==> config.mk <==
export PLATFORM = sky130hd
export DESIGN_NAME = dna_seq_packer_flat
export DESIGN_NICKNAME = d
export VERILOG_FILES = /design/src/rtl/dna_seq_packer_pkg.sv /design/src/rtl/dna_seq_packer_if.sv /design/src/rtl/dna_seq_packer_encoder.sv /design/src/rtl/dna_seq_packer.sv /design/src/flat_wrapper.sv
export SDC_FILE = /design/constraint.sdc
export NUM_CORES = 1
export LEC_CHECK = 0
export CAP_MARGIN = 20
export CORE_AREA = 4 4 124 138
export CTS_CLUSTER_SIZE = 30
export DETAILED_ROUTE_END_ITERATION = 8
export DIE_AREA = 0 0 128 142
export GPL_ROUTABILITY_DRIVEN = 0
export PLACE_DENSITY = 0.58
export SLEW_MARGIN = 20
export SYNTH_ARGS = -nofsm -noshare
export SYNTH_HDL_FRONTEND = slang
export SYNTH_SLANG_ARGS = --single-unit
export TNS_END_PERCENT = 1
==> constraint.sdc <==
create_clock -name clk -period 4.62 [get_ports clk]
set_input_delay 1.386 -clock clk [delete_from_list [all_inputs] [get_ports clk]]
set_output_delay 1.386 -clock clk [all_outputs]
set_load 0.05 [all_outputs]
==> src/rtl/dna_seq_packer_pkg.sv <==
// dna_pkg: shared types and constants for the DNA sequence packer.
//   dna_base_t     - 2-bit nucleotide code (A=00, C=01, G=10, T=11)
//   BASES_PER_WORD - bases packed into one buffer word
//   DNA_WORD_W     - width of a packed buffer word
//   ASCII_*        - the eight characters that encode to a base
package dna_pkg;

  typedef enum logic [1:0] {
    BASE_A = 2'b00,
    BASE_C = 2'b01,
    BASE_G = 2'b10,
    BASE_T = 2'b11
  } dna_base_t;

  localparam int BASES_PER_WORD = 16;
  localparam int DNA_WORD_W     = 32;

  localparam logic [7:0] ASCII_A_UC = 8'h41;
  localparam logic [7:0] ASCII_C_UC = 8'h43;
  localparam logic [7:0] ASCII_G_UC = 8'h47;
  localparam logic [7:0] ASCII_T_UC = 8'h54;
  localparam logic [7:0] ASCII_A_LC = 8'h61;
  localparam logic [7:0] ASCII_C_LC = 8'h63;
  localparam logic [7:0] ASCII_G_LC = 8'h67;
  localparam logic [7:0] ASCII_T_LC = 8'h74;

endpackage

==> src/rtl/dna_seq_packer_if.sv <==
// dna_seq_packer_if: character stream in, packed-word write port out.
//   in_valid/in_char/in_last/in_ready - ASCII character handshake
//   fifo_rd                           - consumer read strobe
//   fifo_wr/fifo_wdata/fifo_wlen/fifo_wlast - word write to the buffer
//   fifo_count/fifo_full              - buffer occupancy as tracked by the packer
// Modports: master = upstream producer / consumer side, slave = the packer.
interface dna_seq_packer_if #(
  parameter int FIFO_DEPTH_LOG2 = 4
);
  logic                     in_valid;
  logic [7:0]               in_char;
  logic                     in_last;
  logic                     in_ready;
  logic                     fifo_rd;
  logic                     fifo_wr;
  logic [31:0]              fifo_wdata;
  logic [4:0]               fifo_wlen;
  logic                     fifo_wlast;
  logic [FIFO_DEPTH_LOG2:0] fifo_count;
  logic                     fifo_full;

  modport master (
    output in_valid, in_char, in_last, fifo_rd,
    input  in_ready, fifo_wr, fifo_wdata, fifo_wlen, fifo_wlast,
           fifo_count, fifo_full
  );

  modport slave (
    input  in_valid, in_char, in_last, fifo_rd,
    output in_ready, fifo_wr, fifo_wdata, fifo_wlen, fifo_wlast,
           fifo_count, fifo_full
  );
endinterface

==> src/rtl/dna_seq_packer_encoder.sv <==
// dna_base_encoder: combinational ASCII-to-base encoder.
//   in_char - ASCII character
//   code    - 2-bit base code (BASE_A when invalid)
//   valid   - 1 when in_char is one of A/C/G/T in either case
module dna_base_encoder
  import dna_pkg::*;
(
  input  logic [7:0] in_char,
  output dna_base_t  code,
  output logic       valid
);

  always_comb begin
    code  = BASE_A;
    valid = 1'b1;
    case (in_char)
      ASCII_A_UC, ASCII_A_LC: code = BASE_A;
      ASCII_C_UC, ASCII_C_LC: code = BASE_C;
      ASCII_G_UC, ASCII_G_LC: code = BASE_G;
      ASCII_T_UC, ASCII_T_LC: code = BASE_T;
      default:                valid = 1'b0;
    endcase
  end

endmodule

==> src/rtl/dna_seq_packer.sv <==
// dna_seq_packer: encodes an ASCII nucleotide stream to 2-bit codes, packs
// 16 bases LSB-first into 32-bit words, issues one write strobe per word and
// tracks buffer occupancy to apply back-pressure.
// Ports:
//   clk, reset    - clock (rising edge), asynchronous active-high reset
//   bus           - dna_seq_packer_if.slave: character handshake + buffer port
//   err_invalid   - sticky, set when a non-ACGT character was dropped
//   base_count    - saturating count of accepted valid bases
//   invalid_count - saturating count of dropped characters
// Build option: define DNA_PACK_STATS_EN to implement base_count and
// invalid_count; otherwise both are tied to zero.
// FIFO_DEPTH_LOG2 (1..16) must match the pointer controller's ADDR_WIDTH.
module dna_seq_packer
  import dna_pkg::*;
#(
  parameter int FIFO_DEPTH_LOG2 = 4
) (
  input  logic                  clk,
  input  logic                  reset,
  dna_seq_packer_if.slave       bus,
  output logic                  err_invalid,
  output logic [31:0]           base_count,
  output logic [15:0]           invalid_count
);

  localparam int CNT_W = FIFO_DEPTH_LOG2 + 1;
  localparam logic [CNT_W-1:0] DEPTH = {1'b1, {FIFO_DEPTH_LOG2{1'b0}}};
  localparam logic [3:0] LAST_IDX = 4'(BASES_PER_WORD - 1);

  function automatic logic [DNA_WORD_W-1:0] pack_base(
    input logic [DNA_WORD_W-1:0] word,
    input logic [3:0]            idx,
    input dna_base_t             code
  );
    return word | ({30'd0, code} << {idx, 1'b0});
  endfunction

  function automatic logic [31:0] sat_inc32(input logic [31:0] v);
    return (v == '1) ? v : v + 32'd1;
  endfunction

  function automatic logic [15:0] sat_inc16(input logic [15:0] v);
    return (v == '1) ? v : v + 16'd1;
  endfunction

  dna_base_t             enc_code;
  logic                  enc_valid;
  logic                  accept;
  logic                  word_done;
  logic                  wr;
  logic [DNA_WORD_W-1:0] nxt_data;
  logic [4:0]            nxt_len;

  logic [DNA_WORD_W-1:0] acc_data_p0;
  logic [3:0]            acc_len_p0;

  logic [DNA_WORD_W-1:0] out_data_p1;
  logic [4:0]            out_len_p1;
  logic                  out_last_p1;
  logic                  vld_p1;

  logic [CNT_W-1:0]      count_q;
  logic [CNT_W-1:0]      count_nxt;
  logic                  full_q;

  dna_base_encoder u_enc (
    .in_char (bus.in_char),
    .code    (enc_code),
    .valid   (enc_valid)
  );

  // The only stall: a finished word is waiting and the buffer has no room.
  assign bus.in_ready = ~reset & ~(vld_p1 & full_q);
  assign accept       = bus.in_valid & bus.in_ready;
  assign wr           = vld_p1 & ~full_q;

  always_comb begin
    nxt_data = acc_data_p0;
    nxt_len  = {1'b0, acc_len_p0};
    if (enc_valid) begin
      nxt_data = pack_base(acc_data_p0, acc_len_p0, enc_code);
      nxt_len  = {1'b0, acc_len_p0} + 5'd1;
    end
    // in_last on an empty accumulator (e.g. a lone invalid char) emits nothing.
    word_done = accept & ((enc_valid & (acc_len_p0 == LAST_IDX)) |
                          (bus.in_last & (nxt_len != 5'd0)));
  end

  // Stage p0: accumulator
  always_ff @(posedge clk or posedge reset) begin
    if (reset) begin
      acc_data_p0 <= '0;
      acc_len_p0  <= '0;
    end else if (word_done) begin
      acc_data_p0 <= '0;
      acc_len_p0  <= '0;
    end else if (accept) begin
      acc_data_p0 <= nxt_data;
      acc_len_p0  <= nxt_len[3:0];
    end
  end

  // Stage p1: output register; a new word may load in the same cycle the
  // previous one is written, so completion has priority over clearing.
  always_ff @(posedge clk or posedge reset) begin
    if (reset) begin
      out_data_p1 <= '0;
      out_len_p1  <= '0;
      out_last_p1 <= 1'b0;
      vld_p1      <= 1'b0;
    end else if (word_done) begin
      out_data_p1 <= nxt_data;
      out_len_p1  <= nxt_len;
      out_last_p1 <= bus.in_last;
      vld_p1      <= 1'b1;
    end else if (wr) begin
      vld_p1      <= 1'b0;
    end
  end

  assign bus.fifo_wr    = wr;
  assign bus.fifo_wdata = out_data_p1;
  assign bus.fifo_wlen  = out_len_p1;
  assign bus.fifo_wlast = out_last_p1;

  always_comb begin
    count_nxt = count_q;
    if (wr & ~bus.fifo_rd)
      count_nxt = count_q + CNT_W'(1);
    else if (bus.fifo_rd & ~wr & (count_q != '0))
      count_nxt = count_q - CNT_W'(1);
  end

  always_ff @(posedge clk or posedge reset) begin
    if (reset) begin
      count_q <= '0;
      full_q  <= 1'b0;
    end else begin
      count_q <= count_nxt;
      full_q  <= (count_nxt == DEPTH);
    end
  end

  assign bus.fifo_count = count_q;
  assign bus.fifo_full  = full_q;

  always_ff @(posedge clk or posedge reset) begin
    if (reset)
      err_invalid <= 1'b0;
    else if (accept & ~enc_valid)
      err_invalid <= 1'b1;
  end

`ifdef DNA_PACK_STATS_EN
  logic [31:0] base_cnt_q;
  logic [15:0] inv_cnt_q;

  always_ff @(posedge clk or posedge reset) begin
    if (reset) begin
      base_cnt_q <= '0;
      inv_cnt_q  <= '0;
    end else if (accept) begin
      if (enc_valid)
        base_cnt_q <= sat_inc32(base_cnt_q);
      else
        inv_cnt_q  <= sat_inc16(inv_cnt_q);
    end
  end

  assign base_count    = base_cnt_q;
  assign invalid_count = inv_cnt_q;
`else
  assign base_count    = 32'd0;
  assign invalid_count = 16'd0;
`endif

endmodule

==> src/flat_wrapper.sv <==
// flat-port wrapper written by rule: the top's interface ports become plain ports
module dna_seq_packer_flat import dna_pkg::*;
#(
  parameter int FIFO_DEPTH_LOG2 = 4
)
  (clk, reset, err_invalid, base_count, invalid_count, bus_in_valid, bus_in_char, bus_in_last, bus_fifo_rd, bus_in_ready, bus_fifo_wr, bus_fifo_wdata, bus_fifo_wlen, bus_fifo_wlast, bus_fifo_count, bus_fifo_full);
  dna_seq_packer_if #(.FIFO_DEPTH_LOG2(FIFO_DEPTH_LOG2)) bus_i ();
  input  logic clk;
  input  logic reset;
  output logic err_invalid;
  output logic [31:0] base_count;
  output logic [15:0] invalid_count;
  input wire logic [$bits(bus_i.in_valid)-1:0] bus_in_valid;
  input wire logic [$bits(bus_i.in_char)-1:0] bus_in_char;
  input wire logic [$bits(bus_i.in_last)-1:0] bus_in_last;
  input wire logic [$bits(bus_i.fifo_rd)-1:0] bus_fifo_rd;
  output wire logic [$bits(bus_i.in_ready)-1:0] bus_in_ready;
  output wire logic [$bits(bus_i.fifo_wr)-1:0] bus_fifo_wr;
  output wire logic [$bits(bus_i.fifo_wdata)-1:0] bus_fifo_wdata;
  output wire logic [$bits(bus_i.fifo_wlen)-1:0] bus_fifo_wlen;
  output wire logic [$bits(bus_i.fifo_wlast)-1:0] bus_fifo_wlast;
  output wire logic [$bits(bus_i.fifo_count)-1:0] bus_fifo_count;
  output wire logic [$bits(bus_i.fifo_full)-1:0] bus_fifo_full;
  assign bus_i.in_valid = bus_in_valid;
  assign bus_i.in_char = bus_in_char;
  assign bus_i.in_last = bus_in_last;
  assign bus_i.fifo_rd = bus_fifo_rd;
  assign bus_in_ready = bus_i.in_ready;
  assign bus_fifo_wr = bus_i.fifo_wr;
  assign bus_fifo_wdata = bus_i.fifo_wdata;
  assign bus_fifo_wlen = bus_i.fifo_wlen;
  assign bus_fifo_wlast = bus_i.fifo_wlast;
  assign bus_fifo_count = bus_i.fifo_count;
  assign bus_fifo_full = bus_i.fifo_full;
  dna_seq_packer #(.FIFO_DEPTH_LOG2(FIFO_DEPTH_LOG2)) u_core (.clk(clk), .reset(reset), .bus(bus_i), .err_invalid(err_invalid), .base_count(base_count), .invalid_count(invalid_count));
endmodule
[Word level (Yosys, flattened, before mapping)]
Index checks and enable logic that the tools add are counted.
Word-level totals
  flip-flop bits (word level): 82
  word-level logic and storage cells: 62
  input port bits: 13
  output and inout port bits: 95
Cells by class
  add/subtract/negate cells: 3
  eq/ne operators: 10
  bitwise operators: 19
  shifts and indexed selects: 1
  reductions and logical operators: 8
  muxes and demuxes: 12
Operators with widths (number)
  $mux 32: 3
  $eq 8x7->1 const B: 8
  $or 32x32->32: 1
  $shl 2x5->32: 1
  $mux 5: 3
  $and 1x1->1: 11
  $reduce_bool 5->1: 2
  $mux 4: 2
  $reduce_or 8->1: 1
  $not 1->1: 6
  $pmux 2 s3: 1
  $reduce_or 2->1: 3
  $add 4x1->5 const B: 1
  $add 5x1->5 const B: 1
  $eq 5x5->1 const B: 1
  $sub 5x1->5 const B: 1
  $eq 4x4->1 const B: 1
  $reduce_bool 2->1: 2
  $mux 1: 3
  $or 1x1->1: 1

[Depth between registers and ports, before layout]
Gate-level depths: netlist of the first run.
  depth in word-level cells: 9
  depth in mapped cells: 11
  depth with buffers taken out: 8

[Modules after synthesis]
From an unflattened synthesis of the first run, not the netlist that was laid out.
Second synthesis, totals
  cell total of the unflattened synthesis: 441
  area, all modules: 4041.4 um^2
By module, submodules not included
  dna_seq_packer: cells each 428, times used 1, area an instance 3958.8 um^2, sequential area each 2052.0 um^2
  dna_base_encoder: cells each 13, times used 1, area an instance 82.6 um^2, sequential area each 0.0 um^2

[Worst setup path after synthesis of the first run]
OpenSTA, ideal clock, no wires.
  path kind: input port to flip-flop
  start point: in reset
  end point: reg u_core.out_data_p1[10], in the netlist u_core.bus.fifo_wdata[10]
  arrival: 3563 ps
  buffers on the path: 5
  cell stages on the path: 10
  slack: 928 ps
  library setup time: 129 ps
  required time: 4491 ps
  cell sequence: a21oi_1 > and2_1 > clkbuf_1 > o21a_1 > buf_2 > and2_4 > buf_6 > buf_6 > buf_12 > a21oi_4
On the way
  longest elaborated chain between the ends: 4
Ends and longest elaborated chain
  start, declared: RTL line flat_wrapper.sv:9  | input logic reset;
  $not 1->1: RTL line dna_seq_packer.sv:73  | assign bus.in_ready = ~reset & ~(vld_p1 & full_q);
  $and 1x1->1: RTL line dna_seq_packer.sv:73
  $and 1x1->1: RTL line dna_seq_packer.sv:74  | assign accept = bus.in_valid & bus.in_ready;
  $and 1x1->1: RTL line dna_seq_packer.sv:85  | word_done = accept & ((enc_valid & (acc_len_p0 == LAST_IDX)) |
  end signal, assigned: RTL line dna_seq_packer.sv:112  | out_data_p1 <= nxt_data;
  end, declared: RTL line dna_seq_packer.sv:57  | logic [DNA_WORD_W-1:0] out_data_p1;
No other way between the ends.
A chain may end at the register's enable or synchronous reset.

[Final worst setup path of the first run]
  start point: in bus_in_char[6]
  end point: reg u_core.acc_data_p0[31]
On the way
  longest elaborated chain between the ends: 9
  elaborated cells between the ends (all ways): 26
  those cells by class: 8 x eq/ne; 1 x shift; 6 x mux; 5 x bitwise; 6 x reduce/logical
Ends and longest elaborated chain
  start, declared: RTL line flat_wrapper.sv:14  | input wire logic [$bits(bus_i.in_char)-1:0] bus_in_char;
  $eq 8x7->1: RTL line dna_seq_packer_encoder.sv:16  | case (in_char)
  $reduce_or 8->1 (no source line)
  $mux 1: RTL line dna_seq_packer_encoder.sv:16
  $mux 5: RTL line dna_seq_packer.sv:80  | if (enc_valid) begin
  $reduce_bool 5->1: RTL line dna_seq_packer.sv:86  | (bus.in_last & (nxt_len != 5'd0)));
  $and 1x1->1: RTL line dna_seq_packer.sv:86
  $or 1x1->1: RTL line dna_seq_packer.sv:85
  $and 1x1->1: RTL line dna_seq_packer.sv:85
  $mux 32 or $reduce_bool 2->1 (tied branches)
  end signal, assigned: RTL line dna_seq_packer.sv:98  | acc_data_p0 <= nxt_data;
  end, declared: RTL line dna_seq_packer.sv:54  | logic [DNA_WORD_W-1:0] acc_data_p0;
Parallel ways exist; a longest one is shown, timed or not. The select of a mux whose other input is x is not followed.

==> results of run 1 <==
[synth_stat cells, drive strengths merged, types with 2 or more instances]
library cell	count	share of area, %
nand2b	3	0.44
nor2b	4	0.58
mux2	2	0.52
nor2	49	4.3
xnor2	4	0.81
and2	2	0.35
a31o	3	0.61
a21o	2	0.35
inv	8	0.70
nor4	4	0.58
o21ai	10	1.2
buf	61	11
nand4	4	0.58
a21oi	129	18
nand3	4	0.46
nor3b	4	0.70
o41ai	2	0.41
o22ai	2	0.29
xor2	3	0.61
clkbuf	15	1.3
nand2	20	1.7
nor3	12	1.4
or3	2	0.29
ha	3	0.87
dfrtp	82	48
a31oi	9	1.5
[layout make-up]
| cell class | count | area share, % |
|---|---|---|
| Timing Repair Buffer | 71 | 13.0 |
| Sequential cell | 82 | 39.6 |
| Inverter | 9 | 0.652 |
| Clock buffer | 10 | 4.42 |
| Clock inverter | 6 | 1.42 |
| Tap cell | 200 | 4.83 |
| Multi-Input combinational cell | 338 | 36.0 |
[critical path, cell delays in order]
cell,delay [ps]
clkdlybuf4s50_1,470
or3b_1,530
o21ai_0,390
a211o_1,200
and2_4,620
buf_4,350
nor2_1,80
[sequential cells by signal, summed over array words and instances (netlist names)]
name / flops
u_core.acc_data_p0: 32
u_core.bus.fifo_wdata: 32
u_core.bus.fifo_count: 5
u_core.bus.fifo_wlen: 5
u_core.acc_len_p0: 4
u_core.bus.fifo_full: 1
u_core.bus.fifo_wlast: 1
u_core.err_invalid: 1
u_core.vld_p1: 1
[cell usage in the layout, fill, tap and decap left out, types with 2 or more instances in the layout]
| master | netlist | layout |
|---|---|---|
| clkinv_4 | 0 | 3 |
| nor2_1 | 49 | 49 |
| a21o_1 | 2 | 2 |
| mux2_2 | 2 | 2 |
| nor3_1 | 12 | 12 |
| inv_1 | 8 | 7 |
| buf_4 | 48 | 14 |
| conb_1 | 1 | 48 |
| dfrtp_1 | 82 | 82 |
| o41ai_1 | 2 | 2 |
| a31oi_1 | 8 | 8 |
| o21ai_0 | 10 | 10 |
| nand2_1 | 20 | 20 |
| inv_6 | 0 | 2 |
| nand3_1 | 4 | 4 |
| ha_1 | 3 | 3 |
| nor4_1 | 4 | 4 |
| clkdlybuf4s50_1 | 0 | 57 |
| a31o_2 | 3 | 3 |
| nand2b_1 | 3 | 3 |
| clkbuf_16 | 0 | 9 |
| or3_1 | 2 | 2 |
| o22ai_1 | 2 | 2 |
| a21oi_1 | 119 | 119 |
| nand4_1 | 4 | 4 |
| xnor2_1 | 4 | 4 |
| nor2b_1 | 4 | 4 |
| nor3b_1 | 4 | 4 |
| xor2_1 | 3 | 3 |
| a21oi_4 | 10 | 10 |
[power breakdown]
part	total [mW]	leakage, nW	internal [mW]	switching [mW]
clock	0.730	0.148	0.425	0.305
sequential	0.941	1.03	0.832	0.109
combinational	1.05	1.01	0.317	0.734
total	2.72	2.20	1.57	1.15
[through the flow]
step / total power [mW] / util [%] / hold slack (ps) / instance area, µm² / instances
after floorplan: 1.72 / - / 463 / 4490 / 505
after global placement: 1.99 / 31.3 / 450 / 4880 / 700
after detailed placement: 2.01 / 31.3 / 475 / 4880 / 700
after CTS: 2.75 / 33.2 / 489 / 5180 / 716
after global routing: 2.85 / 33.2 / 498 / 5180 / 716
final: 2.72 / 33.2 / 476 / 5180 / 716
[worst min path at each step]
stage	start	endpoint	slack, ps	cells after the start
5_1_grt	u_core.err_invalid	u_core.err_invalid	500	1
3_5_place_dp	u_core.err_invalid	u_core.err_invalid	480	1
6_report	u_core.err_invalid	u_core.err_invalid	480	1
4_1_cts	u_core.err_invalid	u_core.err_invalid	490	1
3_3_place_gp	u_core.err_invalid	u_core.err_invalid	450	1
2_1_floorplan	u_core.acc_data_p0[17]	u_core.acc_data_p0[17]	460	2
[logic make-up after synthesis]
group                      Yosys count
xor gates and xnor gates             7
adders and majority gates            3
DFF                                 82
buffers and inverters               85
muxes                                3
AOI/OAI and AO/OA                  164
other                                1
and+or+nand+nor                    113
[layer usage]
metal	track usage [%]	wire length, µm	up-vias
met5	0	0	-
met4	5.92	207	0
met1	15.5	4880	1654
met3	2.82	710	14
met2	19.7	5220	137
li1	-	-	1613
==> impl_metrics.py, run 1 <==
metrics = {
    "grt": {
        "grt.total_usage_pct": 12.2,
        "grt_pass1_wl_um": 17600,
        "grt_pass1_vias": 3392,
        "antenna_found_initial": 0,
        "grt_overflow": 0,
        "grt_max_degree": 60,
    },
    "sta": {
        "fin_crit_sh_pct": 82.5,
        "finClkSkew_ps": 7.62,
        "tns_ps": 0,
        "fin_crit_ps": 3810,
        "slew_headroom_pct": 50.7,
        "tightest_slew_ps": 739,
        "maxClockFrequency_ghz": 0.262,
        "layout_setup_ws_ps": 807,
        "hold_viol_final": 0,
        "drv_slew": 0,
        "rsz0062_at_grt": "false",
        "setup_violations": 0,
    },
    "die": {
        "rows": 48,
        "die_y_um": 142,
        "die_w_um": 128,
        "num_io_pins": 108,
        "initial_utilization_pct": 27.6,
        "dieArea_mm2": 0.0182,
        "core_mm2": 0.0156,
    },
    "synthesis": {
        "synth-xor-area-share_pct": 1.42,
        "synth_seq_cells": 82,
        "synth_warnings": 0,
        "synth_edf_count": 0,
        "async_flop_share_pct": 100,
        "synth_compound_area_share_pct": 23.3,
        "syn_area_per_cell_um2": 9.41,
        "ys_seq_area_share_pct": 47.6,
        "synth_mux_area_share_pct": 0.755,
        "ys.flop_type": "dfrtp_1",
        "synth_top_family_by_area": "compound AO/OA/AOI/OAI gates",
        "yosys.area_share.simple_pct": 12.8,
        "syn-instance-count": 458,
        "synth_cell_types": 48,
        "syn_area_mm2": 0.00431,
        "synthAdderAreaFrac_pct": 0.871,
    },
    "detailed_routing": {
        "drc": 0,
        "vias_per_cell": 4.77,
        "drt-initial-drc-count": 191,
        "wirelength_um": 11000,
        "dr.pass1.iters": 5,
        "wl_per_cell_um": 15.4,
        "vias": 3418,
        "ant_nets": 0,
    },
    "layout": {
        "nets": 527,
        "multi_input_area_mm2": 0.00187,
        "fillers": 1612,
        "seq_area_mm2": 0.00205,
        "syn_to_final_growth_pct": 20.3,
        "diodes": 0,
        "drive_gt1_share_pct": 9.30,
    },
    "worst_setup_path": {
        "end_kind": "register",
        "worstPathMaxFanout": 59,
        "critical_path_class": "input pin to register",
        "r2r_start": "u_core.acc_len_p0[0]",
        "critPathRequiredTime_ps": 4850,
        "startpoint_type": "input pin",
        "worstSetupStartpoint": "bus_in_char[6]",
        "rrSetupSlack_ps": 1780,
        "arrival_ps": 4040,
        "cp-endpoint": "u_core.acc_data_p0[31]",
        "worstReg2RegEnd": "u_core.acc_data_p0[31]",
        "worstRegToRegCells": 7,
    },
    "cts": {
        "path_clk_slew_ps": 60,
        "postCtsHoldBufs": 0,
        "clkLatencyLatePin_ps": 350,
        "root_buffer": "clkbuf_16",
        "cts_resized": 0,
        "cts_max_level": 3,
        "cts.sinks": 82,
        "cts_setup_buffers": 0,
        "cts_tree": "built",
        "clk_path_buf_depth": 2,
        "cts_buffers": 9,
    },
    "power_and_ir_drop": {
        "peakVddDrop_uv": 296,
        "p_leak_nw": 2.20,
        "power_density_mw_per_mm2": 525,
    },
    "placed_design": {
        "pre_cts_slack_ps": 440,
        "hpwlAfterDp_um": 7660,
        "port_buffers": 58,
    },
    "run": {
        "maxCapViolCount": 0,
    },
    "hold_path": {
        "hold_path_class": "register to register",
    },
    "run_status": {
        "outcome": "finished clean",
    },
}
(Power assumes the default switching activity.)
==> inputs of run 2 (changes only) <==
==> constraint.sdc (replaced) <==
create_clock -name clk -period 3.8 [get_ports clk]
set_input_delay 1.14 -clock clk [delete_from_list [all_inputs] [get_ports clk]]
set_output_delay 1.14 -clock clk [all_outputs]
set_load 0.05 [all_outputs]
==> run 2 against run 1 <==
Effect of this change:
- sequential share of layout area decreased by 0.53 points
- clock power increased by 30%
- first-iteration DRC count decreased by 28%
- design area increased by 1.4%
- critical endpoint is now u_core.bus.fifo_wdata[18]
- highest routed layer unchanged
==> impl_metrics.py, run 2 (synthesis results as in run 1) <==
metrics = {
    "worst_setup_path": {
        "end_kind": "register",
        "worstRegToRegCells": 8,
        "critPathRequiredTime_ps": 4060,
        "worstPathMaxFanout": 43,
        "critical_path_class": "input pin to register",
        "startpoint_type": "input pin",
        "arrival_ps": 3570,
    },
    "layout": {
        "syn_to_final_growth_pct": 21.9,
        "nets": 528,
        "final_common_cell": "a21oi_1",
        "drive_gt1_share_pct": 9.67,
        "final_cells": 717,
        "diodes": 0,
        "fillers": 1578,
        "final_cell_mix": "a21oi_1 (119), dfrtp_1 (82), clkdlybuf4s50_1 (57)",
    },
    "grt": {
        "grt.total_usage_pct": 12.1,
        "grt_pass1_vias": 3436,
        "grt_pass1_wl_um": 17700,
        "grt_overflow": 0,
        "grt_max_degree": 71,
        "antenna_found_initial": 0,
    },
    "detailed_routing": {
        "ant_nets": 0,
        "drc": 0,
        "drt-initial-drc-count": 137,
        "wirelength_um": 11000,
        "vias_per_cell": 4.80,
        "dr.pass1.iters": 4,
        "vias": 3440,
        "wl_per_cell_um": 15.3,
    },
    "power_and_ir_drop": {
        "seq_power_share_pct": 33.8,
        "p_leak_nw": 2.22,
        "combPwrFrac_pct": 38.0,
        "power_density_mw_per_mm2": 643,
        "swShare_pct": 41.3,
        "peakVddDrop_uv": 365,
        "p_int_mw": 1.98,
        "p_sw_mw": 1.40,
        "power_frac_clock_pct": 28.2,
    },
    "sta": {
        "setup_violations": 0,
        "tns_ps": 0,
        "drv_slew": 0,
        "fin_crit_sh_pct": 87.1,
        "fin_crit_ps": 3310,
        "finClkSkew_ps": 6.72,
        "tightest_slew_ps": 596,
        "hold_viol_final": 0,
        "maxClockFrequency_ghz": 0.302,
        "slew_headroom_pct": 60.3,
        "rsz0062_at_grt": "false",
        "fin_hold_ws_ps": 468,
    },
    "placed_design": {
        "hpwlAfterDp_um": 7630,
        "port_buffers": 58,
        "place_inst": 701,
    },
    "die": {
        "dieArea_mm2": 0.0182,
        "die_w_um": 128,
        "die_y_um": 142,
        "rows": 48,
        "core_mm2": 0.0156,
        "num_io_pins": 108,
        "initial_utilization_pct": 27.6,
    },
    "hold_path": {
        "worstHoldPathCells": 1,
        "hold_path_class": "register to register",
    },
    "cts": {
        "cts_buffers": 9,
        "path_clk_slew_ps": 60,
        "root_buffer": "clkbuf_16",
        "cts_max_level": 3,
        "cts_resized": 0,
        "cts_setup_buffers": 0,
        "cts.sinks": 82,
        "cts_tree": "built",
        "clk_path_buf_depth": 2,
        "postCtsHoldBufs": 0,
        "clkLatencyLatePin_ps": 340,
    },
    "run": {
        "maxCapViolCount": 0,
    },
    "run_status": {
        "outcome": "finished clean",
    },
}
-- run 2: changes by cell type in the layout (fill, tap and decap cells not counted) --
cell | previous run | this run
inv_6 | 2 | 1
clkinvlp_4 | 0 | 1
bufinv_16 | 1 | 2
buf_12 | 0 | 3
buf_4 | 14 | 12
clkbuf_1 | 1 | 0
-- run 2: stage by stage --
stage / power (mW) / worst slack [ps] / area [µm²] / utilization [%]
after floorplan: 2.09 / 354 / 4490 / -
after global placement: 2.43 / 170 / 4920 / 31.5
after detailed placement: 2.45 / 129 / 4920 / 31.5
after CTS: 3.41 / 482 / 5250 / 33.6
after global routing: 3.54 / 302 / 5250 / 33.6
final: 3.38 / 490 / 5250 / 33.6
-- run 2: path summary, 6_finish.rpt --
check                                     start                         to  slack, ps
max reg2reg                u_core.acc_len_p0[0]  u_core.bus.fifo_wdata[18]       1190
max in group asynchronous                 reset       u_core.acc_len_p0[3]       2020
min in group asynchronous                 reset    u_core.bus.fifo_wlen[1]       1100
min                          u_core.err_invalid         u_core.err_invalid        470
max                              bus_in_char[6]  u_core.bus.fifo_wdata[18]        490
min reg2reg                  u_core.err_invalid         u_core.err_invalid        470
-- run 2: power by group through the flow --
stage,Combinational [mW],Sequential (mW),Clock (mW)
2_1_floorplan,0.510,1.58,0
3_3_place_gp,1.27,1.15,0
3_5_place_dp,1.29,1.16,0
4_1_cts,1.29,1.14,0.971
5_1_grt,1.36,1.17,1.01
6_report,1.28,1.14,0.952
-- run 2: cell type report --
class / instances / area, µm² / share of cell area (%)
Timing Repair Buffer: 72 / 721 / 13.7
Tap cell: 200 / 250 / 4.76
Clock buffer: 9 / 225 / 4.29
Inverter: 9 / 33.8 / 0.643
Sequential cell: 82 / 2050 / 39.1
Clock inverter: 7 / 103 / 1.95
Multi-Input combinational cell: 338 / 1870 / 35.6
-- run 2: per-layer routing --
layer / wire (µm) / up-vias / GRT usage (%)
li1: - / 1621 / -
met4: 314 / 0 / 5.81
met2: 5060 / 147 / 18.8
met5: 0 / - / 0
met3: 688 / 28 / 2.78
met1: 4920 / 1644 / 15.9
-- run 2: worst max-delay path: stages --
cell	delay, ps
clkdlybuf4s50_1	480
or3b_1	540
nor4b_4	340
nand3_1	110
a211o_1	340
and2_4	230
buf_12	210
a21oi_1	160
==> inputs of run 3 (changes only) <==
--- a/config.mk
+++ b/config.mk
@@ -7,7 +7,7 @@
 export LEC_CHECK = 0
 export CAP_MARGIN = 20
 export CORE_AREA = 4 4 124 138
-export CTS_CLUSTER_SIZE = 30
+export CTS_CLUSTER_SIZE = 8
 export DETAILED_ROUTE_END_ITERATION = 8
 export DIE_AREA = 0 0 128 142
 export GPL_ROUTABILITY_DRIVEN = 0
==> results of run 3 <==
No change in the layout: final DEF, timing and power equal those of run 2.
